**src/rtl/reg_bypass_scoreboard_if.sv**
```systemverilog
// reg_bypass_scoreboard_if
//   Bundles the operand-read, forwarding, write-back and long-latency issue
//   signals of the register read stage.
//   master : ID / pipeline side (drives requests and forwarding, samples operands)
//   slave  : the register read stage itself
// Vectors are packed flat: element k lives at [k*W +: W].
interface reg_bypass_scoreboard_if #(
    parameter int READ_PORTS = 2,
    parameter int FWD_STAGES = 2,
    parameter int DATA_WIDTH = 32,
    parameter int ADDR_WIDTH = 5
);
    logic [READ_PORTS-1:0]            read_en;
    logic [READ_PORTS*ADDR_WIDTH-1:0] read_addr;
    logic [READ_PORTS*DATA_WIDTH-1:0] read_data;
    logic [READ_PORTS-1:0]            read_stall;
    logic                             stall;

    logic [FWD_STAGES-1:0]            fwd_en;
    logic [FWD_STAGES-1:0]            fwd_ready;
    logic [FWD_STAGES*ADDR_WIDTH-1:0] fwd_addr;
    logic [FWD_STAGES*DATA_WIDTH-1:0] fwd_data;

    logic                             wb_en;
    logic [ADDR_WIDTH-1:0]            wb_addr;
    logic [DATA_WIDTH-1:0]            wb_data;
    logic                             wb_long;

    logic                             issue_en;
    logic [ADDR_WIDTH-1:0]            issue_addr;
    logic                             issue_conflict;
    logic [31:0]                      stall_count;

    modport master (
        output read_en, read_addr, fwd_en, fwd_ready, fwd_addr, fwd_data,
               wb_en, wb_addr, wb_data, wb_long, issue_en, issue_addr,
        input  read_data, read_stall, stall, issue_conflict, stall_count
    );

    modport slave (
        input  read_en, read_addr, fwd_en, fwd_ready, fwd_addr, fwd_data,
               wb_en, wb_addr, wb_data, wb_long, issue_en, issue_addr,
        output read_data, read_stall, stall, issue_conflict, stall_count
    );
endinterface

```
**src/rtl/reg_bypass_scoreboard.sv**
```systemverilog
// reg_bypass_scoreboard
//   Register-file read stage: architectural register array (r0 == 0),
//   READ_PORTS combinational operand reads with forwarding from FWD_STAGES
//   pipeline stages and the write-back port, plus a one-bit-per-register
//   scoreboard of outstanding long-latency producers.
// Ports:
//   clk  - clock, all state on rising edge
//   rst  - asynchronous active-high reset
//   bus  - reg_bypass_scoreboard_if.slave (reads, forwarding, write-back,
//          long-latency issue, stall / conflict / stall_count outputs)
module reg_bypass_scoreboard #(
    parameter int READ_PORTS = 2,
    parameter int FWD_STAGES = 2,
    parameter int DATA_WIDTH = 32,
    parameter int ADDR_WIDTH = 5
) (
    input  logic                     clk,
    input  logic                     rst,
    reg_bypass_scoreboard_if.slave   bus
);
    localparam int DEPTH = 1 << ADDR_WIDTH;

    logic [DATA_WIDTH-1:0] regs [DEPTH];
    logic [DEPTH-1:0]      pending;
    logic [DEPTH-1:0]      pending_next;
    logic [31:0]           stall_cnt;
    logic                  wb_clr;
    logic                  issue_set;

    // ---------------- operand read ports ----------------
    for (genvar p = 0; p < READ_PORTS; p++) begin : g_port
        logic [ADDR_WIDTH-1:0] ra;
        logic [DATA_WIDTH-1:0] d;
        logic                  s;

        assign ra = bus.read_addr[p*ADDR_WIDTH +: ADDR_WIDTH];

        // Sources are layered lowest priority first so later assignments win:
        // array/scoreboard, then write-back, then forwarding stages from oldest
        // to youngest (the youngest matching stage wins).
        always_comb begin
            d = '0;
            s = 1'b0;
            if (bus.read_en[p] && ra != '0) begin
                d = regs[ra];
                s = pending[ra];
                if (bus.wb_en && bus.wb_addr == ra) begin
                    d = bus.wb_data;
                    s = 1'b0;
                end
                for (int i = FWD_STAGES - 1; i >= 0; i--) begin
                    if (bus.fwd_en[i] && bus.fwd_addr[i*ADDR_WIDTH +: ADDR_WIDTH] == ra) begin
                        d = bus.fwd_data[i*DATA_WIDTH +: DATA_WIDTH];
                        s = ~bus.fwd_ready[i];
                    end
                end
            end
        end

        assign bus.read_data[p*DATA_WIDTH +: DATA_WIDTH] = d;
        assign bus.read_stall[p] = s;
    end

    assign bus.stall = |bus.read_stall;

    // ---------------- scoreboard ----------------
    assign wb_clr = bus.wb_en && bus.wb_long;

    // Conflict is judged against the pre-clear state; a retiring write to
    // the same register frees the slot for the new producer this cycle.
    assign bus.issue_conflict = bus.issue_en && bus.issue_addr != '0 &&
                                pending[bus.issue_addr] &&
                                !(wb_clr && bus.wb_addr == bus.issue_addr);

    assign issue_set = bus.issue_en && bus.issue_addr != '0 && !bus.issue_conflict;

    // Clear first, then set, so a same-register clear+set leaves it pending.
    always_comb begin
        pending_next = pending;
        if (wb_clr)
            pending_next[bus.wb_addr] = 1'b0;
        if (issue_set)
            pending_next[bus.issue_addr] = 1'b1;
        pending_next[0] = 1'b0;
    end

    // ---------------- state ----------------
    always_ff @(posedge clk or posedge rst) begin
        if (rst) begin
            for (int k = 0; k < DEPTH; k++)
                regs[k] <= '0;
            pending   <= '0;
            stall_cnt <= '0;
        end else begin
            if (bus.wb_en && bus.wb_addr != '0)
                regs[bus.wb_addr] <= bus.wb_data;
            pending <= pending_next;
            if (bus.stall && stall_cnt != 32'hFFFF_FFFF)
                stall_cnt <= stall_cnt + 32'd1;
        end
    end

    assign bus.stall_count = stall_cnt;
endmodule

```
**src/flat_wrapper.sv**
```systemverilog
// flat-port wrapper written by rule: the top's interface ports become plain ports
module reg_bypass_scoreboard_flat 
#(
    parameter int READ_PORTS = 2,
    parameter int FWD_STAGES = 2,
    parameter int DATA_WIDTH = 32,
    parameter int ADDR_WIDTH = 5
)
  (clk, rst, bus_read_en, bus_read_addr, bus_fwd_en, bus_fwd_ready, bus_fwd_addr, bus_fwd_data, bus_wb_en, bus_wb_addr, bus_wb_data, bus_wb_long, bus_issue_en, bus_issue_addr, bus_read_data, bus_read_stall, bus_stall, bus_issue_conflict, bus_stall_count);
  reg_bypass_scoreboard_if #(.READ_PORTS(READ_PORTS), .FWD_STAGES(FWD_STAGES), .DATA_WIDTH(DATA_WIDTH), .ADDR_WIDTH(ADDR_WIDTH)) bus_i ();
  input  logic clk;
  input  logic rst;
  input wire logic [$bits(bus_i.read_en)-1:0] bus_read_en;
  input wire logic [$bits(bus_i.read_addr)-1:0] bus_read_addr;
  input wire logic [$bits(bus_i.fwd_en)-1:0] bus_fwd_en;
  input wire logic [$bits(bus_i.fwd_ready)-1:0] bus_fwd_ready;
  input wire logic [$bits(bus_i.fwd_addr)-1:0] bus_fwd_addr;
  input wire logic [$bits(bus_i.fwd_data)-1:0] bus_fwd_data;
  input wire logic [$bits(bus_i.wb_en)-1:0] bus_wb_en;
  input wire logic [$bits(bus_i.wb_addr)-1:0] bus_wb_addr;
  input wire logic [$bits(bus_i.wb_data)-1:0] bus_wb_data;
  input wire logic [$bits(bus_i.wb_long)-1:0] bus_wb_long;
  input wire logic [$bits(bus_i.issue_en)-1:0] bus_issue_en;
  input wire logic [$bits(bus_i.issue_addr)-1:0] bus_issue_addr;
  output wire logic [$bits(bus_i.read_data)-1:0] bus_read_data;
  output wire logic [$bits(bus_i.read_stall)-1:0] bus_read_stall;
  output wire logic [$bits(bus_i.stall)-1:0] bus_stall;
  output wire logic [$bits(bus_i.issue_conflict)-1:0] bus_issue_conflict;
  output wire logic [$bits(bus_i.stall_count)-1:0] bus_stall_count;
  assign bus_i.read_en = bus_read_en;
  assign bus_i.read_addr = bus_read_addr;
  assign bus_i.fwd_en = bus_fwd_en;
  assign bus_i.fwd_ready = bus_fwd_ready;
  assign bus_i.fwd_addr = bus_fwd_addr;
  assign bus_i.fwd_data = bus_fwd_data;
  assign bus_i.wb_en = bus_wb_en;
  assign bus_i.wb_addr = bus_wb_addr;
  assign bus_i.wb_data = bus_wb_data;
  assign bus_i.wb_long = bus_wb_long;
  assign bus_i.issue_en = bus_issue_en;
  assign bus_i.issue_addr = bus_issue_addr;
  assign bus_read_data = bus_i.read_data;
  assign bus_read_stall = bus_i.read_stall;
  assign bus_stall = bus_i.stall;
  assign bus_issue_conflict = bus_i.issue_conflict;
  assign bus_stall_count = bus_i.stall_count;
  reg_bypass_scoreboard #(.READ_PORTS(READ_PORTS), .FWD_STAGES(FWD_STAGES), .DATA_WIDTH(DATA_WIDTH), .ADDR_WIDTH(ADDR_WIDTH)) u_core (.clk(clk), .rst(rst), .bus(bus_i));
endmodule
```
**config.mk**
```make
export PLATFORM = sky130hd
export DESIGN_NAME = reg_bypass_scoreboard_flat
export DESIGN_NICKNAME = d
export VERILOG_FILES = /design/src/rtl/reg_bypass_scoreboard_if.sv /design/src/rtl/reg_bypass_scoreboard.sv /design/src/flat_wrapper.sv
export SDC_FILE = /design/constraint.sdc
export NUM_CORES = 2
export LEC_CHECK = 0
export CAP_MARGIN = 20
export CORE_AREA = 2 2 457 232
export CTS_BUF_LIST = sky130_fd_sc_hd__clkbuf_2 sky130_fd_sc_hd__clkbuf_4 sky130_fd_sc_hd__clkbuf_8
export CTS_CLUSTER_SIZE = 8
export DETAILED_ROUTE_END_ITERATION = 12
export DIE_AREA = 0 0 459 234
export PLACE_DENSITY_LB_ADDON = 0.1
export SLEW_MARGIN = 20
export SYNTH_ARGS = -nofsm -noshare
export SYNTH_HDL_FRONTEND = slang
export SYNTH_SLANG_ARGS = --single-unit
```
**constraint.sdc**
```tcl
create_clock -name clk -period 95.7 [get_ports clk]
set_input_delay 9.57 -clock clk [delete_from_list [all_inputs] [get_ports clk]]
set_output_delay 9.57 -clock clk [all_outputs]
set_load 0.005 [all_outputs]
```
# Yosys cells after proc, flatten, opt, wreduce, memory -nomap -nowiden
# Index checks and enable logic that the tools add are counted.
# word_totals
register_bits,1087
# op_classes
n_addsub,1
order_cmp,10
eq_ne,8
mux,37
bitwise,8
reduce_logical,26
# ops
operator,n
$bwmux W1024,1
$mux W32,15
$bmux W32 S5,2
$demux W32 S5,1
$eq A5 B5 Y1,7
$add A32 B1 Y32 const B,1
$and A32 B32 Y32,1
$ne A32 B32 Y1 const B,1
$not A32 Y32,1
$or A32 B32 Y32,1
$lt A5 B6 Y1 const B,4
$reduce_bool A5 Y1,4
$logic_and A1 B1 Y1,19
$ge A6 B6 Y1 const B,3
$not A5 Y6,3
$bmux W1 S5,3
$mux W1,13
$demux W1 S5,2
$ge A5 B1 Y1 const B,2
$lt A6 B1 Y1 const B,1
$logic_not A1 Y1,2
$not A1 Y1,2
$reduce_or A2 Y1,1

# Logic depth before layout (Yosys ltp)
# logic_depth
word_depth,9
depth_mapped,13
depth_no_buf,8

# Worst setup path after synthesis
# No wires, ideal clock.
# synth_timing
path_type,in2out
start,in bus_read_addr[1]
end,out bus_read_data[10]
arrival_ns,11.837
required_time_ns,86.130
setup_slack_ns,74.293
stages,8
n_path_buf,3
path_cell_list,buf_4 buf_4 buf_1 mux4_2 mux4_2 mux2_2 nand2_1 a21oi_1
# synth_between
elab_chain_cells,8
# synth_rtl
element,line_no,rtl
from (decl),flat_wrapper.sv:14,input wire logic [$bits(bus_i.read_addr)-1:0] bus_read_addr;
$not A5 Y6 (implied by the code),reg_bypass_scoreboard.sv:45,d = regs[ra];
$bmux W32 S5,reg_bypass_scoreboard.sv:45,
$mux W32 (implied by the code) (2 in a row),reg_bypass_scoreboard.sv:45,
$mux W32,reg_bypass_scoreboard.sv:47,if (bus.wb_en && bus.wb_addr == ra) begin
$mux W32 (2 in a row),reg_bypass_scoreboard.sv:52,if (bus.fwd_en[i] && bus.fwd_addr[i*ADDR_WIDTH +: ADDR_WIDTH] == ra) begin
$mux W32 *,reg_bypass_scoreboard.sv:44,if (bus.read_en[p] && ra != '0) begin
to (decl),flat_wrapper.sv:25,output wire logic [$bits(bus_i.read_data)-1:0] bus_read_data;
# Mark *: on every way between the ends. The rest lies on a longest branch, timed or not. The select of a mux whose other input is x is not followed.

# Worst setup path in the final report
# layout_timing
start,in bus_read_addr[1]
end,out bus_read_data[14]
# Same word-level chain as after synthesis.

==> flow_metrics.tcl <==
set metrics [dict create \
    cts_inserted_buffers 165 \
    h-tree-depth 4 \
    vdd_ir_drop_max_mv 0.0155 \
    crit_path_max_fanout 80 \
    path_class "in -> out" \
    slew_headroom_pct 22.1 \
    worstSetupEndpointType "primary output" \
    nets 4135 \
    dp_hpwl_um 110000 \
    dieArea_um2 107000 \
    cts_resized 0 \
    power_leakage_nw 27.9 \
    gr-total-overflow 0 \
    tns_ns 0 \
    drive_above_1_share_pct 51.7 \
    cap_violations 0 \
    first_pass_iters 6 \
    ctsHoldBuffers 0 \
    tightest_slew_ns 1.17 \
    clock.fmax_mhz 40.6 \
    cp_slowest_cell "buf_4" \
    root_buffer "clkbuf_8" \
    pin_count 237 \
    grt_pass1_vias 41361 \
    port_buffers 236 \
    power_density_nw_per_um2 20.0 \
    grt_max_degree 178 \
    status "finished clean" \
    die_h_um 234 \
    antenna_found_initial 5 \
    fin_crit_ns 24.62 \
    clk_pin_slew_worst_paths_ns 0.06 \
    final.setup_skew_ns 0.0392 \
    hold_class "reg -> reg" \
    hold_viol 0 \
    grt_pass1_wl_um 289000 \
    cts_tree "built" \
    syn_area_um2 59700 \
    clockBufferDepth 3 \
    coreArea_um2 104000 \
    ant_nets 0 \
    crit_chain "buf_8, buf_4, buf_4, buf_4, mux4_2, mux4_2, mux2_2, nand2_1, a21oi_1, clkdlybuf4s50_1" \
    grt_use_total_pct 37.3 \
    crit_required_ns 86.13 \
    vias 40213 \
    slew_violations 0 \
    synth_cells 3949 \
    power.total_w 0.00131 \
    drtIter0Drc 5536 \
    rsz0062_at_grt "false" \
    wl_um 196000 \
    finalSetupViolCount 0 \
    ys_warn_count 0 \
    cts_setup_buffers 0 \
    route.detailed.drc 0 \
    synth.top_cell.area_share_pct 45.5 \
    fin_crit_sh_pct 25.7 \
    clock_latency_ns 0.92 \
    slowest_delay_ns 0.96 \
    wl_per_cell_um 35.9 \
    yosysTopAreaCell "dfrtp_1" \
    ys_ff_latch 1087 \
    seq_area_frac_synth_pct 45.5 \
    worstPathArrival_ns 15.05 \
    synth_fp_nets 4087 \
    place.gp.congestion 0.860 \
    initial_core_util_pct 57.5 \
    cp_common_cell "buf_4" \
    cp-start-kind "primary input" \
    synth_area_leaders "dfrtp_1 (46%), mux4_2 (25%), mux2_2 (19%)" \
    synth_area_per_cell_um2 15.1 \
    hold_slack_ns 0.395 \
    vias_per_cell 7.36 \
    area_delta_synth_final_pct 10.3 \
    num_rows 84 \
    cts_sinks 1087 \
    yosysUniqueCellTypes 54 \
    die_x_um 459 \
]
==> flip-flops by register name (all words and copies together) (netlist names) <==
name                    cells
u_core.regs              1024
u_core.bus.stall_count     32
u_core.pending             31
==> final cells by class <==
| type | instances | area [µm²] |
|---|---|---|
| flip-flops and latches | 1087 | 27200 |
| inverters | 18 | 75.1 |
| well taps | 1376 | 1720 |
| multi-input cells | 2395 | 30800 |
| diodes | 6 | 15.0 |
| fillers | 7402 | 38000 |
| clock inverters | 16 | 111 |
| clock buffers | 236 | 2910 |
| repair buffers | 330 | 3040 |
==> per-stage QoR <==
stage | util, % | setup slack, ns | cells | cell area, µm²
3_5_place_dp | 60.6 | 71.21 | 5206 | 62900
6_report | 63.4 | 71.08 | 5464 | 65900
3_3_place_gp | 60.6 | 71.26 | 5206 | 62900
4_1_cts | 63.5 | 71.20 | 5458 | 65900
5_1_grt | 63.4 | 70.99 | 5461 | 65900
2_1_floorplan | - | 55.53 | 3949 | 59700
==> layer usage <==
layer  global-route usage, %  part of all wire, %
met2                    53.6                   44
met3                    11.4                   12
met5                       0                    0
met1                    54.3                   41
met4                    13.3                  3.5
==> critical path: cells and delay by family <==
| family | cells | cell delay [ns] |
|---|---|---|
| mux | 3 | 1.36 |
| simple gates | 1 | 0.18 |
| buf+inv | 5 | 3.62 |
| compound gates | 1 | 0.18 |
==> cell usage after synthesis, drive strengths merged <==
library cell and number:
nor4 11, a21oi 64, or3b 4, o31ai 3
mux2i 40, nor3 19, a2111oi 2, nand3b 10
and2 3, a211oi 1, ha 1, a2bb2oi 1
nand2 103, a32oi 4, o41ai 1, a211o 1
buf 185, nand3 29, dfrtp 1087, and3 9
or4 2, nor3b 3, or3 3, a32o 1
xnor2 20, a31oi 1, mux4 659, a22oi 2
xor2 45, a221oi 33, o32a 1, and3b 1
nor2 70, or2 2, a311oi 1, a41oi 1
o21ai 193, nand4 12, nor2b 7, nand2b 1
clkbuf 264, o21a 1, mux2 1030, inv 18
==> power breakdown <==
group / switching, W / internal (W)
Combinational: 0.000129 / 0.000189
Clock: 0.000189 / 0.000192
Sequential: 0.0000690 / 0.000547
Total: 0.000386 / 0.000928
==> kinds of logic after synthesis <==
| kind of cell | share of synthesized area, % |
|---|---|
| mux | 45.0 |
| flops | 45.5 |
| buf+inv | 3.23 |
| compound gates | 2.98 |
| simple gates | 2.31 |
| xor+xnor | 0.953 |
| fa+ha+maj | 0.0209 |
==> worst paths after layout <==
path / startpoint / to / slack [ns] / depth (start not counted)
setup / recovery: bus_read_addr[1] / bus_read_data[14] / 71.08 / 10
hold / removal: u_core.regs[994] / u_core.regs[994] / 0.40 / 0
setup reg to reg: u_core.pending[12] / u_core.bus.stall_count[1] / 92.40 / 7
hold reg to reg: u_core.regs[994] / u_core.regs[994] / 0.40 / 0
max in group asynchronous: rst / u_core.regs[913] / 82.50 / 6
min in group asynchronous: rst / u_core.pending[12] / 9.20 / 2
==> layout by cell type, fill, tap and decap left out, types with 16 or more instances in the layout <==
cell type and instances:
clkbuf_4 54, buf_2 16, clkbuf_8 182, dfrtp_1 1087, xnor2_1 20, mux4_2 654
nand2_1 87, nor2_1 56, clkdlybuf4s50_1 210, a221oi_1 33, mux2_2 1028, mux2i_1 40
nor3_1 19, nand2_2 16, a21oi_1 64, xor2_1 45, o21ai_0 192, buf_4 93
inv_1 17, nand3_1 25
Power figures use the tool's default switching activity.
